`src/rtl/tech_ram_tp.sv`:
```
// Behavioural two-port SRAM: one byte-masked write port, one read port with
// 1- or 2-cycle latency, selectable read-during-write policy, zero-fill sweep.
`ifndef REGISTER_DELAY
`define REGISTER_DELAY
`endif

module tech_ram_tp #(
  parameter int BIT_WIDTH  = 32,
  parameter int WORD_DEPTH = 64,
  parameter int RD_LAT     = 1,
  parameter int RDW_NEW    = 0,
  parameter int INIT_EN    = 1
) (
  input  logic                          clk_i,
  input  logic                          rst_i,
  output logic                          init_done_o,
  input  logic                          wr_en_i,
  input  logic [BIT_WIDTH/8-1:0]        wr_bm_i,
  input  logic [$clog2(WORD_DEPTH)-1:0] wr_addr_i,
  input  logic [BIT_WIDTH-1:0]          wr_dat_i,
  input  logic                          rd_en_i,
  input  logic [$clog2(WORD_DEPTH)-1:0] rd_addr_i,
  output logic [BIT_WIDTH-1:0]          rd_dat_o,
  output logic                          rd_vld_o
);

  localparam int NB = BIT_WIDTH / 8;
  localparam int AW = $clog2(WORD_DEPTH);
  localparam logic [AW:0] DEPTH = (AW + 1)'(WORD_DEPTH);

`ifdef BACKEND
  $error("tech_ram_tp: behavioural model, substitute a technology macro");
`endif

  if (RD_LAT != 1 && RD_LAT != 2) begin : g_bad_lat
    $error("tech_ram_tp: RD_LAT must be 1 or 2");
  end
  if (BIT_WIDTH % 8 != 0) begin : g_bad_width
    $error("tech_ram_tp: BIT_WIDTH must be a multiple of 8");
  end

  typedef enum logic {INIT, RUN} state_t;

  state_t                 state, state_next;
  logic [AW-1:0]          cnt;
  logic                   done;
  logic                   wr, rd, rd_in;
  logic [BIT_WIDTH-1:0]   word;
  logic                   vld1;
  logic [BIT_WIDTH-1:0]   dat1;
  logic [BIT_WIDTH-1:0]   mem [WORD_DEPTH];

  always_ff @(posedge clk_i or posedge rst_i) begin
    if (rst_i) begin
      state <= (INIT_EN != 0) ? INIT : RUN;
      cnt   <= '0;
      done  <= 1'b0;
    end else begin
      state <= state_next;
      done  <= (state_next == RUN);
      if (state == INIT) cnt <= cnt + AW'(1);
    end
  end

  always_comb begin
    state_next = state;
    if (state == INIT && cnt == AW'(WORD_DEPTH - 1)) state_next = RUN;
  end

  assign init_done_o = done;

  // Port operations are accepted only once the memory is reported usable.
  assign wr    = done && !wr_en_i && ({1'b0, wr_addr_i} < DEPTH);
  assign rd    = done && !rd_en_i;
  assign rd_in = ({1'b0, rd_addr_i} < DEPTH);

  always_ff @(posedge clk_i) begin
    if (state == INIT) begin
      mem[cnt] <= `REGISTER_DELAY '0;
    end else if (wr) begin
      for (int unsigned i = 0; i < NB; i++)
        if (wr_bm_i[i]) mem[wr_addr_i][8*i +: 8] <= `REGISTER_DELAY wr_dat_i[8*i +: 8];
    end
  end

  // The array read sees pre-edge contents; RDW_NEW forwards the masked write bytes.
  always_comb begin
    word = '0;
    if (rd_in) begin
      word = mem[rd_addr_i];
      if (RDW_NEW != 0 && wr && wr_addr_i == rd_addr_i)
        for (int unsigned i = 0; i < NB; i++)
          if (wr_bm_i[i]) word[8*i +: 8] = wr_dat_i[8*i +: 8];
    end
  end

  always_ff @(posedge clk_i or posedge rst_i) begin
    if (rst_i) begin
      vld1 <= 1'b0;
      dat1 <= '0;
    end else begin
      vld1 <= rd;
      if (rd) dat1 <= `REGISTER_DELAY word;
    end
  end

  if (RD_LAT == 2) begin : g_lat2
    logic                 vld2;
    logic [BIT_WIDTH-1:0] dat2;

    always_ff @(posedge clk_i or posedge rst_i) begin
      if (rst_i) begin
        vld2 <= 1'b0;
        dat2 <= '0;
      end else begin
        vld2 <= vld1;
        if (vld1) dat2 <= `REGISTER_DELAY dat1;
      end
    end

    assign rd_vld_o = vld2;
    assign rd_dat_o = dat2;
  end else begin : g_lat1
    assign rd_vld_o = vld1;
    assign rd_dat_o = dat1;
  end

endmodule

```
`config.mk`:
```
export PLATFORM = sky130hd
export DESIGN_NAME = tech_ram_tp
export DESIGN_NICKNAME = d
export VERILOG_FILES = /design/src/rtl/tech_ram_tp.sv
export SDC_FILE = /design/constraint.sdc
export NUM_CORES = 2
export LEC_CHECK = 0
export ABC_CLOCK_PERIOD_IN_PS = 3150
export CAP_MARGIN = 20
export CORE_ASPECT_RATIO = 1.1
export CORE_MARGIN = 3
export CORE_UTILIZATION = 30
export CTS_CLUSTER_DIAMETER = 120
export CTS_CLUSTER_SIZE = 16
export DETAILED_ROUTE_END_ITERATION = 8
export SYNTH_ARGS = -nofsm -noshare
export SYNTH_HDL_FRONTEND = slang
export SYNTH_SLANG_ARGS = --single-unit
```
`constraint.sdc`:
```
create_clock -name clk_i -period 3.15 [get_ports clk_i]
set_input_delay 0.7875 -clock clk_i [delete_from_list [all_inputs] [get_ports clk_i]]
set_output_delay 0.7875 -clock clk_i [all_outputs]
set_load 0.02 [all_outputs]
```
==> flow_summary.ini <==
[global_routing]
use_met3_pct = 1.78
antenna_found_initial = 2
overflow = 0
grt_busiest_layer = met2
grt_max_degree = 65
grt_usage_pct = 14.3
grt_pass1_wl_um = 290000
grt_pass1_vias = 41600
met2_usage_pct = 25.8
use_met1_pct = 17.5

[clock_network]
cts_tree = done
holdBufCountCts = 0
clock_path_buffers = 3
cts-root-buf = clkbuf_16
cts_buffers = 148
h-tree-depth = 4
clk_latency_ns = 0.80
path_clk_slew_ns = 0.07
ctsResizeCount = 0
cts_num_sinks = 2088
post_cts_buffers = 0

[setup_path]
reg2reg_slack_ns = 0.33
rr_startpoint = init_done_o$_DFFE_PP0P_
required_ns = 2.36
worstReg2RegEnd = mem[60][11]$_DFFE_PP_
cp_cell_sequence = buf_4 > clkdlybuf4s50_1
cp_slowest_cell = clkdlybuf4s50_1
crit_end = init_done_o
worstSetupPathType = flip-flop to output pin
crit_start = init_done_o$_DFFE_PP0P_
critPathArrivalTime_ns = 2.24
worst_r2r_path_depth = 6
critPathMaxFanout = 7
setup.worst_path.end_class = output pin
cp-start-kind = flip-flop
cpPeakStageDelay_ns = 0.62

[floorplan]
die_h_um = 550
core_area_mm2 = 0.267
boundaryPins = 86
die_w_um = 501
die-area_mm2 = 0.275
start_util_pct = 30.2
row_count = 199

[synth]
ys_seq_area_share_pct = 77.4
yosys.cell_types.count = 40
ys_ff_latch = 2088
synthesis.nets = 4008
synth_area_per_cell_um2 = 20.4
yosys_warnings = 0
syn_inst = 3955
syn_area_mm2 = 0.0807

[sta]
fmax_ghz = 0.330
setup_slack_ns = 0.124
rsz0062_at_grt = no
slew_headroom_pct = 25.8
period_needed_ns = 3.03
hold_violations = 0
clock_skew_ns = 0.0244
finalSetupViolCount = 0
finalMaxSlewViolations = 0
fin_crit_sh_pct = 96.1
worst-slew-pin-transition_ns = 1.11

[placement]
port_buffers = 85
routabilityCongestion = 0.810
dp_hpwl_um = 130000
place_ws_ns = -0.427

[pwr]
power.density_mw_per_mm2 = 515
ir_drop_v = 0.000581
total_leakage_power_nw = 25.9

[detailed_routing]
vias_per_cell = 4.93
drc = 0
avgRoutedWirePerCell_um = 24.4
vias = 40200
drt-initial-drc-count = 3946
finalWirelength_um = 199000
drt-pass1-iter-count = 7
ant_nets = 0

[final_layout]
fin_nets = 4647
final_layout_size_suffix_gt1_share_pct = 27.0
syn_to_final_growth_pct = 18.1
utilization_pct = 35.7
diodes = 0

[run]
maxCapViolations = 0

[min_path]
hold_class = primary input to asynchronous set/reset pin

[run_status]
status = complete, no violations
cell type report:
class	instances	area [um2]
fillers	24600	172000
repair buffers	729	7260
inverters	6	22.5
clock inverters	5	43.8
multi-input cells	1621	17100
clock buffers	198	4000
well taps	3517	4400
flip-flops and latches	2088	62500
kinds of logic (layout without fill, tap and decap cells):
logic type	count (synthesis)	in the layout	share of synthesized area, %
buffers and inverters	246	938	1.50
multiplexers	688	688	14.5
XOR/XNOR	5	5	0.0543
adder cells (fa/ha/maj)	1	1	0.0155
flip-flops	2088	2088	77.4
AO/OA/AOI/OAI	356	356	3.20
AND/OR/NAND/NOR	571	571	3.30
how the worst min path moves through the flow:
stage | to | slack (ns) | depth (start not counted)
finish | cnt[5]$_DFFE_PP0N_ | 0.43 | 2
global route | cnt[5]$_DFFE_PP0N_ | 0.38 | 2
CTS | cnt[5]$_DFFE_PP0N_ | 0.37 | 2
detailed placement | rd_dat_o[16]$_DFFE_PP0P_ | 0.50 | 1
global placement | rd_dat_o[16]$_DFFE_PP0P_ | 0.50 | 1
floorplan | cnt[4]$_DFFE_PP0N_ | 0.49 | 1
flip-flops by register name, summed over array words and instances, names as in the netlist:
name	flops
init_done_o	1
cnt	6
rd_vld_o	1
rd_dat_o	32
mem	2048
synth_stat cells, drive strengths merged:
cell type  number  share of area (%)
mux2            5              0.070
and3b           1              0.011
nand4b          1              0.011
nand3b          7              0.065
nor4            2              0.015
nor3b           2              0.019
dfrtp          40                1.2
and2           33               0.26
ha              1              0.015
a211oi         62               0.58
mux2i         299                3.7
and3            2              0.015
buf           139                1.0
o21ai           4              0.025
nand3          67               0.42
or3            32               0.25
o2bb2ai         1              0.011
a221o          32               0.40
a31o            1              0.011
nor2          265                1.2
a22oi         160                1.5
inv             6              0.028
or2             1             0.0078
mux4          384                 11
nor3            2              0.012
edfxtp       2048                 76
or3b            5              0.054
clkbuf        101               0.47
xor2            1              0.011
nand2          79               0.37
nand4          32               0.25
xnor2           4              0.043
o22ai          64               0.50
a21oi          32               0.20
nand2b          6              0.047
nor2b          34               0.26
placed cells by master, fill, tap and decap left out, types with 70 or more instances in the layout:
cell type and n:
buf_4 520, clkdlybuf4s50_1 82, edfxtp_1 2048, nand2_1 70
nor2_1 262, a22oi_1 160, buf_12 123, mux4_2 384
mux2i_1 299, clkbuf_16 153
stage by stage:
stage | TNS, ns | instance area (um2) | power (W) | std cells | hold slack [ns]
floorplan | 0 | 80700 | 0.0314 | 3955 | 0.495
global route | 0 | 95300 | 0.0505 | 8164 | 0.381
CTS | 0 | 95300 | 0.0496 | 8163 | 0.370
detailed placement | -348.41 | 91300 | 0.0321 | 7960 | 0.504
global placement | -359.16 | 91300 | 0.0321 | 7960 | 0.498
finish | 0 | 95300 | 0.0491 | 8164 | 0.435
layer usage:
layer  wire, um  up-vias  share of wire (%)
met4       6920        0                3.5
met5          0        -                  0
li1           -    17500                  -
met2     106000     1102                 53
met1      78400    21300                 39
met3       8210      301                4.1
power breakdown:
group	switching, W	internal [W]
Clock	0.00883	0.00881
Sequential	0	0.0300
Combinational	0.000837	0.000631
critical path, delay by kind of cell, from the launching register on:
kind / cells / cell delay, ns
buf+inv: 2 / 0.87
flops: 1 / 0.57
Note: power is estimated with default switching activity, not from simulation.
